`config.mk`:
```
export PLATFORM = sky130hd
export DESIGN_NAME = lsu
export DESIGN_NICKNAME = d
export VERILOG_FILES = /design/src/rtl/lsu.sv
export SDC_FILE = /design/constraint.sdc
export NUM_CORES = 1
export LEC_CHECK = 0
export ABC_AREA = 1
export BUFFER_PORTS_ARGS = -buffer_cell sky130_fd_sc_hd__buf_2
export CORE_MARGIN = 3
export CORE_UTILIZATION = 52
export CTS_CLUSTER_DIAMETER = 150
export DETAILED_ROUTE_END_ITERATION = 8
export PLACE_DENSITY = 0.89
export SETUP_SLACK_MARGIN = 0.1
export SLEW_MARGIN = 20
export SYNTH_ARGS = -nofsm -noshare
export SYNTH_HDL_FRONTEND = slang
export SYNTH_SLANG_ARGS = --single-unit
```
`constraint.sdc`:
```
create_clock -name clk -period 2.9 [get_ports clk]
set_input_delay 0.145 -clock clk [delete_from_list [all_inputs] [get_ports clk]]
set_output_delay 0.145 -clock clk [all_outputs]
set_load 0.02 [all_outputs]
```
`src/rtl/lsu.sv`:
```
// Load/store unit: one memory operation at a time, IDLE -> REQ -> RESP -> DONE.
// Optional alignment check is compiled in with the LSU_MISALIGN_CHECK_EN macro.
module lsu (
  input  logic        clk,
  input  logic        rst,
  input  logic        in_valid,
  output logic        in_ready,
  input  logic        MemWr,
  input  logic        MemToReg,
  input  logic [2:0]  MemOp,
  input  logic [31:0] addr,
  input  logic [31:0] wdata,
  output logic        mem_req_valid,
  input  logic        mem_req_ready,
  output logic [31:0] mem_addr,
  output logic        mem_wen,
  output logic [3:0]  mem_wmask,
  output logic [31:0] mem_wdata,
  input  logic        mem_resp_valid,
  input  logic [31:0] mem_rdata,
  output logic        out_valid,
  input  logic        out_ready,
  output logic [31:0] out_rdata,
  output logic        out_err,
  output logic [1:0]  dbg_state
);

  // Handshakes: a transfer happens on a rising edge where valid && ready;
  // the producer holds valid and its payload stable until that edge.

  localparam logic [1:0] IDLE = 2'd0;
  localparam logic [1:0] REQ  = 2'd1;
  localparam logic [1:0] RESP = 2'd2;
  localparam logic [1:0] DONE = 2'd3;

  logic [1:0]  state;
  logic        wr_q;
  logic [2:0]  op_q;
  logic [31:0] addr_q;
  logic [31:0] wdata_q;
  logic [31:0] rdata_q;
  logic        err_q;

  logic        in_mem;
  logic        in_byte;
  logic        in_half;
  logic        in_mis;
  logic        q_byte;
  logic        q_half;
  logic [7:0]  lane_b;
  logic [15:0] lane_h;
  logic [31:0] load_data;

  // Reserved size codes fall through to word access.
  assign in_mem  = MemWr | MemToReg;
  assign in_byte = (MemOp[1:0] == 2'b00);
  assign in_half = (MemOp[1:0] == 2'b01);
  assign q_byte  = (op_q[1:0] == 2'b00);
  assign q_half  = (op_q[1:0] == 2'b01);

`ifdef LSU_MISALIGN_CHECK_EN
  assign in_mis = in_mem & ((in_half & addr[0]) |
                            (~in_byte & ~in_half & (addr[1:0] != 2'b00)));
`else
  assign in_mis = 1'b0;
`endif

  assign dbg_state     = state;
  assign in_ready      = (state == IDLE);
  assign mem_req_valid = (state == REQ);
  assign out_valid     = (state == DONE);
  assign mem_addr      = {addr_q[31:2], 2'b00};
  assign mem_wen       = wr_q;
  assign out_rdata     = rdata_q;
  assign out_err       = err_q;

  always_comb begin
    mem_wmask = 4'b0000;
    mem_wdata = wdata_q;
    if (q_byte) begin
      mem_wdata = {4{wdata_q[7:0]}};
      if (wr_q) mem_wmask = 4'b0001 << addr_q[1:0];
    end else if (q_half) begin
      mem_wdata = {2{wdata_q[15:0]}};
      if (wr_q) mem_wmask = 4'b0011 << {addr_q[1], 1'b0};
    end else begin
      if (wr_q) mem_wmask = 4'b1111;
    end
  end

  always_comb begin
    lane_b = mem_rdata[7:0];
    case (addr_q[1:0])
      2'd1:    lane_b = mem_rdata[15:8];
      2'd2:    lane_b = mem_rdata[23:16];
      2'd3:    lane_b = mem_rdata[31:24];
      default: lane_b = mem_rdata[7:0];
    endcase
    lane_h = addr_q[1] ? mem_rdata[31:16] : mem_rdata[15:0];
    if (q_byte)
      load_data = op_q[2] ? {24'd0, lane_b} : {{24{lane_b[7]}}, lane_b};
    else if (q_half)
      load_data = op_q[2] ? {16'd0, lane_h} : {{16{lane_h[15]}}, lane_h};
    else
      load_data = mem_rdata;
  end

  always_ff @(posedge clk) begin
    if (rst) begin
      state   <= IDLE;
      wr_q    <= 1'b0;
      op_q    <= 3'd0;
      addr_q  <= 32'd0;
      wdata_q <= 32'd0;
      rdata_q <= 32'd0;
      err_q   <= 1'b0;
    end else begin
      case (state)
        IDLE: begin
          if (in_valid) begin
            wr_q    <= MemWr;
            op_q    <= MemOp;
            addr_q  <= addr;
            wdata_q <= wdata;
            rdata_q <= 32'd0;
            err_q   <= in_mis;
            // No-ops and misaligned accesses complete without touching the bus.
            state   <= (in_mem && !in_mis) ? REQ : DONE;
          end
        end
        REQ: begin
          if (mem_req_ready) state <= RESP;
        end
        RESP: begin
          if (mem_resp_valid) begin
            rdata_q <= wr_q ? 32'd0 : load_data;
            state   <= DONE;
          end
        end
        default: begin
          if (out_ready) state <= IDLE;
        end
      endcase
    end
  end

endmodule

```
==> impl_metrics.toml <==
[run_status]
outcome = "completed"

[routing]
num_vias = 5405
wl_um = 14860
met2_wirelength_um = 7350
top_layer_used = "met5"
drt_pass1_iterations = 4
drt_first_iter_violations = 304
drc = 0
wl_met1_um = 5862
dr_wl_met3_um = 1220
viasPerCell = 5.123
routedWlPerCell_um = 14.08
ant_nets = 0

[min_path]
min_to = "addr_q[2]"
hold_start = "addr[2]"
min_path_cells = 3
holdCritPathClass = "in2reg"

[synthesis]
synth_warnings = 0
netlist_area_um2 = 5316
async_flop_share_pct = 0
synth_edf_count = 0
synth-main-ff-cell = "dfxtp_1"
syn_area_per_cell_um2 = 6.895
synth-seq-cells = 102
ys_seq_area_share_pct = 38.41
post_synth_inst_count = 771
synth_cell_types = 27

[cells_and_area]
final_cell_mix = "nand2_1, buf_2, dfxtp_1, a21oi_1, nand3_1"
diodes = 0
final_common_cell = "nand2_1"
fin_cells = 1055
final_nets = 1028
fillers = 919
synthToLayoutAreaGrowth_pct = 18.29
drive_gt1_share_pct = 31.56
design_area_um2 = 6289

[critical_path]
cp_data_required_time_ns = 2.76
crit_family = "buffers and inverters"
path_class = "reg2out"
crit_arrival_ns = 2.40
critical_path.max_stage_delay_ns = 0.71
worstSetupPathDepth = 7
path_cells = "inv_2 > nand2_1 > buf_4 > inv_2 > nand2_1 > o21ai_0 > buf_2"
path_max_fanout = 26
rr_worst_depth = 7
end_kind = "output port"
cp_num_buf_inv = 4
r2r_end = "out_rdata[10]"
r2r_start = "op_q[1]"
crit_path_start_kind = "flop"
r2r_slack_ns = 0.65
crit_slowest_cell = "dfxtp_1"

[place]
dp_worst_setup_slack_ns = 0.7081
placed_cell_area_um2 = 6035
routabilityCongestion = 0.9764
dp.cells = 1034
port_buffers = 210
hpwl_um = 10650

[sta]
finClkSkew_ns = 0.01767
setup_ws_ns = 0.3600
post-route-period-util_pct = 87.59
period_minus_slack_ns = 2.540
setup_viol = 0
worst_pin_slew_ns = 0.8319
fin_tns_setup_ns = 0
maxSlewHeadroom_pct = 44.54
fmax_mhz = 393.7
hold_violations = 0
slew_viol_final = 0
whs_ns = 0.01478
rsz0062_at_grt = "false"

[global_routing]
grt_pass1_vias = 5075
antenna_found_initial = 1
grt-ovfl-total = 0
grt_max_degree = 103
grt.total_usage_pct = 25.16
grt_pass1_wl_um = 23540

[floorplan]
pin_count = 214
die_area_um2 = 11470
start_util_pct = 53.89
rows = 36
die_h_um = 107.1
die_w_um = 107.1
core_um2 = 9864

[flow_run]
maxCapViolations = 0

[pwr]
swShare_pct = 46.66
vdd_drop_max_mv = 0.4447
pwr-share-clk_pct = 16.8
seqPwrFrac_pct = 34.9
p_int_mw = 2.838
power_switching_mw = 2.482
combinationalPowerShare_pct = 48.3
leakage_nw = 3.059
p_per_area_nw_per_um2 = 846.0

[clocking]
cts_tree = "done"
postCtsResizedCells = 0
cts_max_path_buffers = 2
htree_levels = 3
clock-sinks = 102
cts-buffers-inserted = 9
clk_latency_ns = 0.36
cts-root-buf = "clkbuf_8"
clk_pin_slew_worst_paths_ns = 0.11
==> routing by layer <==
layer  up-vias  track usage, %
met4         2           9.224
met2       245           44.10
li1       2708               -
met3        41           6.743
met1      2409           29.26
met5         -               0
==> synthesized netlist by cell type (7+ instances only) <==
master | n | area [um^2]
clkbuf_1 | 26 | 97.59
buf_2 | 13 | 65.06
a21oi_1 | 76 | 380.4
buf_4 | 42 | 315.3
o211ai_1 | 8 | 60.06
a21oi_2 | 20 | 175.2
dfxtp_1 | 102 | 2042
inv_1 | 48 | 180.2
nor2_1 | 37 | 138.9
a211oi_1 | 14 | 105.1
nand2_2 | 26 | 162.7
nand3_1 | 58 | 290.3
nand2_1 | 255 | 957.2
o21ai_0 | 14 | 70.07
o22ai_1 | 7 | 43.79
==> metrics by stage <==
stage                     util [%]  power [mW]
after floorplan                  -       3.928
after global placement       61.17       4.396
after detailed placement     61.17       4.439
after CTS                    63.71       5.339
after global routing         63.75       5.709
final                        63.75       5.320
==> how the worst max path moves through the flow <==
stage	endpoint	start	slack [ns]
6_report	mem_wmask[3]	op_q[1]	0.36
3_5_place_dp	out_rdata[8]	op_q[1]	0.71
4_1_cts	mem_wmask[3]	op_q[1]	0.38
3_3_place_gp	out_rdata[10]	op_q[1]	0.80
2_1_floorplan	out_rdata[13]	dbg_state[0]	0.99
5_1_grt	mem_wmask[1]	op_q[1]	0.18
==> area by class of cell <==
type	count	area (um^2)	area share (%)
clock buffer	10	137.6	2.189
multi-input combinational	532	2540	40.39
tap	133	166.4	2.646
sequential	102	2042	32.47
timing repair buffer	220	1145	18.21
inverter	52	195.2	3.104
clock inverter	6	62.56	0.9948
==> power by group through the flow <==
stage / Combinational, mW / Clock [mW] / Sequential [mW]
6_report: 2.57 / 0.896 / 1.86
5_1_grt: 2.85 / 0.969 / 1.89
3_5_place_dp: 2.56 / 0 / 1.88
3_3_place_gp: 2.52 / 0 / 1.88
2_1_floorplan: 1.99 / 0 / 1.94
4_1_cts: 2.57 / 0.917 / 1.85
==> worst min-delay path: cells and delay by family <==
kind,cells,cell delay (ns)
and+or+nand+nor,1,0.05
buffers and inverters,1,0.09
AOI/OAI and AO/OA,1,0.05
==> cell families (layout without fill, tap and decap cells) <==
family,Yosys count,in the layout,synth area share (%)
other,1,3,0.07054
AO/OA/AOI/OAI,140,140,15.79
flip-flops,102,102,38.41
adder cells (fa/ha/maj),4,4,0.9414
AND/OR/NAND/NOR,385,385,30.71
buffers and inverters,139,288,14.07
==> registers in the layout, summed over array words and instances (netlist names) <==
register,cells
addr_q,32
out_rdata,32
wdata_q,32
op_q,3
dbg_state,2
mem_wen,1
==> repair_timing <==
item,4_1_cts,5_1_grt
setup buffers,0,0
hold buffers,5,0
endpoints found under the hold margin,5,0
Note: power is estimated with default switching activity, not from simulation.
